--- src/rtl/skinny_sbox8_inv_ti2_hs.sv ---
// SKINNY-128 8-bit inverse S-box as a three-share threshold implementation.
// Eight registered shared-NOR cells form a 4-stage network. A valid/ready
// wrapper holds one masked byte steady while the network settles.

// Shared NOR cell: f = z ^ ~(a|b) on 3-share bits, output registered.
// Each output share reads only two input share indices (non-complete).
module skinny_sbox8_inv_ti2_cell (
  input  logic       clk,
  input  logic       rst,
  input  logic [2:0] a,
  input  logic [2:0] b,
  input  logic [2:0] z,
  output logic [2:0] f
);
  logic [2:0] x, y;

  // Inverting share 0 turns the shared AND into a shared NOR.
  assign x = {a[2], a[1], ~a[0]};
  assign y = {b[2], b[1], ~b[0]};

  // Registered output shares; share k omits input share k.
  always_ff @(posedge clk or posedge rst) begin
    if (rst) begin
      f <= '0;
    end else begin
      f[0] <= (x[1] & y[1]) ^ (x[1] & y[2]) ^ (x[2] & y[1]) ^ z[0];
      f[1] <= (x[2] & y[2]) ^ (x[0] & y[2]) ^ (x[2] & y[0]) ^ z[1];
      f[2] <= (x[0] & y[0]) ^ (x[0] & y[1]) ^ (x[1] & y[0]) ^ z[2];
    end
  end
endmodule

module skinny_sbox8_inv_ti2_hs (
  input  logic       clk,
  input  logic       rst,
  input  logic [7:0] si0,
  input  logic [7:0] si1,
  input  logic [7:0] si2,
  input  logic       in_valid,
  output logic       in_ready,
  output logic [7:0] bo0,
  output logic [7:0] bo1,
  output logic [7:0] bo2,
  output logic       out_valid,
  input  logic       out_ready
);
  typedef enum logic [1:0] {IDLE, BUSY, DONE} state_t;

  state_t          state, nxt;
  logic [1:0]      cnt;
  logic [2:0][7:0] r;
  logic [2:0]      o  [8];
  logic [2:0]      bc [8];
  logic            accept;

  assign accept = in_valid & (state == IDLE);

  // Input register: written only on accept, held through BUSY and DONE.
  always_ff @(posedge clk or posedge rst) begin
    if (rst)         r <= '0;
    else if (accept) r <= {si2, si1, si0};
  end

  // Regroup the held byte into per-bit share triples.
  always_comb begin
    for (int i = 0; i < 8; i++) o[i] = '0;
    for (int i = 0; i < 8; i++) o[i] = {r[2][i], r[1][i], r[0][i]};
  end

  // Stage 1: depends on the held byte only.
  skinny_sbox8_inv_ti2_cell u_b2 (.clk(clk), .rst(rst), .a(o[3]),  .b(o[1]),  .z(o[0]), .f(bc[2]));
  skinny_sbox8_inv_ti2_cell u_b3 (.clk(clk), .rst(rst), .a(o[7]),  .b(o[6]),  .z(o[4]), .f(bc[3]));
  skinny_sbox8_inv_ti2_cell u_b7 (.clk(clk), .rst(rst), .a(o[2]),  .b(o[7]),  .z(o[1]), .f(bc[7]));
  skinny_sbox8_inv_ti2_cell u_b5 (.clk(clk), .rst(rst), .a(o[6]),  .b(o[5]),  .z(o[7]), .f(bc[5]));
  // Stage 2
  skinny_sbox8_inv_ti2_cell u_b1 (.clk(clk), .rst(rst), .a(o[5]),  .b(bc[3]), .z(o[3]), .f(bc[1]));
  skinny_sbox8_inv_ti2_cell u_b0 (.clk(clk), .rst(rst), .a(bc[3]), .b(bc[2]), .z(o[5]), .f(bc[0]));
  // Stage 3
  skinny_sbox8_inv_ti2_cell u_b6 (.clk(clk), .rst(rst), .a(bc[2]), .b(bc[1]), .z(o[2]), .f(bc[6]));
  // Stage 4
  skinny_sbox8_inv_ti2_cell u_b4 (.clk(clk), .rst(rst), .a(bc[7]), .b(bc[6]), .z(o[6]), .f(bc[4]));

  // Output shares come straight from the cell registers.
  always_comb begin
    bo0 = '0;
    bo1 = '0;
    bo2 = '0;
    for (int i = 0; i < 8; i++) begin
      bo0[i] = bc[i][0];
      bo1[i] = bc[i][1];
      bo2[i] = bc[i][2];
    end
  end

  // FSM state register.
  always_ff @(posedge clk or posedge rst) begin
    if (rst) state <= IDLE;
    else     state <= nxt;
  end

  // Settle counter: cleared on accept, counts while BUSY.
  always_ff @(posedge clk or posedge rst) begin
    if (rst)                cnt <= '0;
    else if (accept)        cnt <= '0;
    else if (state == BUSY) cnt <= cnt + 2'd1;
  end

  // Next-state logic: four edges after accept the deepest cell is final.
  always_comb begin
    nxt = state;
    case (state)
      IDLE:    if (in_valid)     nxt = BUSY;
      BUSY:    if (cnt == 2'd3)  nxt = DONE;
      DONE:    if (out_ready)    nxt = IDLE;
      default:                   nxt = IDLE;
    endcase
  end

  // Handshake outputs decoded from state.
  always_comb begin
    in_ready  = (state == IDLE);
    out_valid = (state == DONE);
  end
endmodule
--- config.mk ---
export PLATFORM = sky130hd
export DESIGN_NAME = skinny_sbox8_inv_ti2_hs
export DESIGN_NICKNAME = d
export VERILOG_FILES = /design/src/rtl/skinny_sbox8_inv_ti2_hs.sv
export SDC_FILE = /design/constraint.sdc
export NUM_CORES = 1
export LEC_CHECK = 0
export BUFFER_PORTS_ARGS = -buffer_cell sky130_fd_sc_hd__buf_2
export CORE_ASPECT_RATIO = 0.6
export CORE_MARGIN = 2
export CORE_UTILIZATION = 57
export CTS_BUF_LIST = sky130_fd_sc_hd__clkbuf_4
export DETAILED_ROUTE_END_ITERATION = 6
export PLACE_DENSITY = 0.85
export SLEW_MARGIN = 20
export SYNTH_ARGS = -nofsm -noshare
export SYNTH_HDL_FRONTEND = slang
export SYNTH_HIERARCHICAL = 1
export SYNTH_SLANG_ARGS = --single-unit
export TNS_END_PERCENT = 10
--- constraint.sdc ---
create_clock -name clk -period 1.9 [get_ports clk]
set_input_delay 0.095 -clock clk [delete_from_list [all_inputs] [get_ports clk]]
set_output_delay 0.095 -clock clk [all_outputs]
set_load 0.1 [all_outputs]
==> results.md <==
- Placed cell areas: 3110 sq um
- Syn Nets: 249
- Max Fclk: 0.611 GHz
- First-pass detailed-route iteration total: 4
- Synth Cell Area: 2790 sq um
- Min-delay src: in_valid
- Gr usage total: 22.9%
- Via count: 2097
- Antenna diode count: 0
- Clock Skew: 0.00772 ns
- Final HPWL DP: ~4000 um
- Period utilization: 86.2%
- RSZ-0062 raised after global routing: no
- Die height: 58.1 um
- CP peak stage delay: ~0.48 ns
- Site Rows: 19
- Register area share after synthesis: 46.7%
- Count of final hold-check violations: 0
- Layout cells sized above 1: ~36%
- Post-CTS sizing: 0
- Clock tree buffer depth: 2
- Crit-path cells: inv_1 > nor2_1 > buf_2
- CTS tree: done
- TritonCTS buffer count: 5
- Synth Register Bits: 52
- Setup violators final: 0
- Remaining Overflow, GRT: 0
- Detail Route Antenna Nets: 0
- Yosys warning count: 6
- Layout Area Growth over Synthesis: 23.0%
- GPL Wtd Cong: 0.748
- DR WL/cell: about 16 um
- DIE WIDTH: around 94 um
- Number of flops mapped to enable cells by yosys: 0
- Hold WC Path Type: input port to flip-flop
- Worst Path Max Fanout: 6
- Critical setup path kind: flip-flop to output pin
- R2R Path Start: state[0]
- Ports: 54
- Drt initial violations: 129
- Setup Buffers After CTS: 0
- CP Data Arrival Time: 1.54 ns
- Initial core utilization: 60.1%
- Fin util: roughly three quarters
- Syn_area_per_cell: 12.7 sq um
- Max-cap viol count: 0
- Outcome: finished, final reports clean
- Clock-pin slew on the worst setup and hold paths: ~0.14 ns
- Initial antenna violation count: 0
- CTS H-Tree Depth: 2
- Filler cells: 328
- Pin count of the biggest net entering global routing: 28
- Critical Path Start Type: flip-flop
- Fin area: 3430 sq um
- # clock sinks: 52
- Post-synth top flop: dfrtp_1
- Detailed Route WL: 5770 um
- Vias per cell: 5.68
- Worst-Margin Slew: 0.502 ns
- Net count, final: 334
- Vias in the first global route: 2012
- Post-route setup TNS: 0 ns
- Worst skew pair latency: 0.37 ns
- Fin crit period: 1.64 ns
- Netlist cell types: 25
- Worst R2R Setup Slack: 0.36 ns
- Critical Path RT: between 1.5 and 2 ns
- Drt drc: 0
- Crit end category: output pin
- Share of synthesized registers carrying an async set or reset: 100%
- Crit-path slowest cell: dfrtp_1
- Crit. Startpoint: state[1]
- CTS root buf: clkbuf_4
- Mapped Cells: 220
- Slew HR: 66.7%
- Number of I/O port buffers: 53
- CORE AREA: 4640 sq um
- First-pass GRT wire length: 9530 um
- Max Slew Vio Count: 0
- Die Footprint: 5480 sq um
worst paths after layout:
check	endpoint	depth (start not counted)
setup / recovery	out_valid	3
hold / removal	state[0]	3
setup reg to reg	o[7]	3
hold reg to reg	u_b2/f[2]	1
max in group asynchronous	o[23]	4
min in group asynchronous	o[6]	3
area by class of cell:
type | count | area (sq um) | area share [%]
clock buffers | 6 | 45.0 | 1.31
inverters | 10 | 37.5 | 1.10
well taps | 63 | 78.8 | 2.30
multi-input cells | 155 | 1410 | 41.2
flip-flops and latches | 52 | 1300 | 38.0
clock inverters | 2 | 11.3 | 0.329
repair buffers | 81 | 541 | 15.8
layer usage:
layer	part of all wire, %	GRT usage, %	vias to the layer above
met5	0	0	-
met4	1.6	7.87	0
met3	4.5	4.55	9
met2	45	36.4	52
met1	49	32.1	1022
li1	-	-	1014
Yosys cell counts, types with 3 or more instances:
library cell | n | area [sq um]
inv_1 | 10 | 37.5
a221oi_2 | 8 | 120
xnor2_1 | 16 | 140
o21ai_0 | 8 | 40.0
nand3b_1 | 9 | 67.6
or4_1 | 8 | 60.1
mux2_1 | 9 | 101
mux2_2 | 23 | 259
buf_6 | 3 | 33.8
a211oi_1 | 8 | 60.1
nor4bb_1 | 8 | 80.1
xor2_1 | 8 | 70.1
a21oi_1 | 9 | 45.0
dfrtp_1 | 52 | 1300
nor3b_1 | 9 | 67.6
nor2b_1 | 8 | 50.1
o211ai_2 | 8 | 100
and4_2 | 8 | 80.1
through the flow:
stage               hold slack (ns)  worst slack, ns  cells
floorplan                    -0.151           0.0260    220
global placement             0.0430            0.437    335
detailed placement           0.0411            0.411    335
CTS                          0.0547            0.273    369
global route                 0.0997            0.179    369
finish                       0.0709            0.263    369
kinds of logic after synthesis:
logic type / count (synthesis) / synth area share (%)
AOI/OAI and AO/OA: 45 / 14.3
xor gates and xnor gates: 24 / 7.55
adders and majority gates: 1 / 0.449
buffers and inverters: 13 / 2.56
DFF: 52 / 46.7
muxes: 32 / 12.9
and+or+nand+nor: 53 / 15.5
cells in the final DEF, fill, tap and decap left out, drive strengths merged, types with 9 or more instances in the layout:
master,netlist,routed
mux2,32,32
a21oi,9,9
xnor2,16,16
dfrtp,52,52
inv,10,10
buf,3,55
dlygate4sd3,0,26
nor3b,10,10
nand3b,9,9
registers in the layout (all words and copies together) (netlist names), 3 cells and up:
| name | flops |
|---|---|
| o | 24 |
| u_b0/f | 3 |
| u_b1/f | 3 |
| u_b2/f | 3 |
| u_b3/f | 3 |
| u_b4/f | 3 |
| u_b5/f | 3 |
| u_b6/f | 3 |
| u_b7/f | 3 |
worst max-delay path: cells and delay by family (launching register included):
kind                   cells  cell delay [ns]
flip-flops                 1             0.48
buffers and inverters      2             0.55
AND/OR/NAND/NOR            1             0.13
repair_timing:
item                       in CTS  in global routing
setup endpoints to repair       0                  0
hold buffers                   26                  0
hold endpoints to repair       77                  0
Power is left out: the tool's default activity adds up to more than one toggle a clock period on the data nets, which glitch-free logic cannot reach.
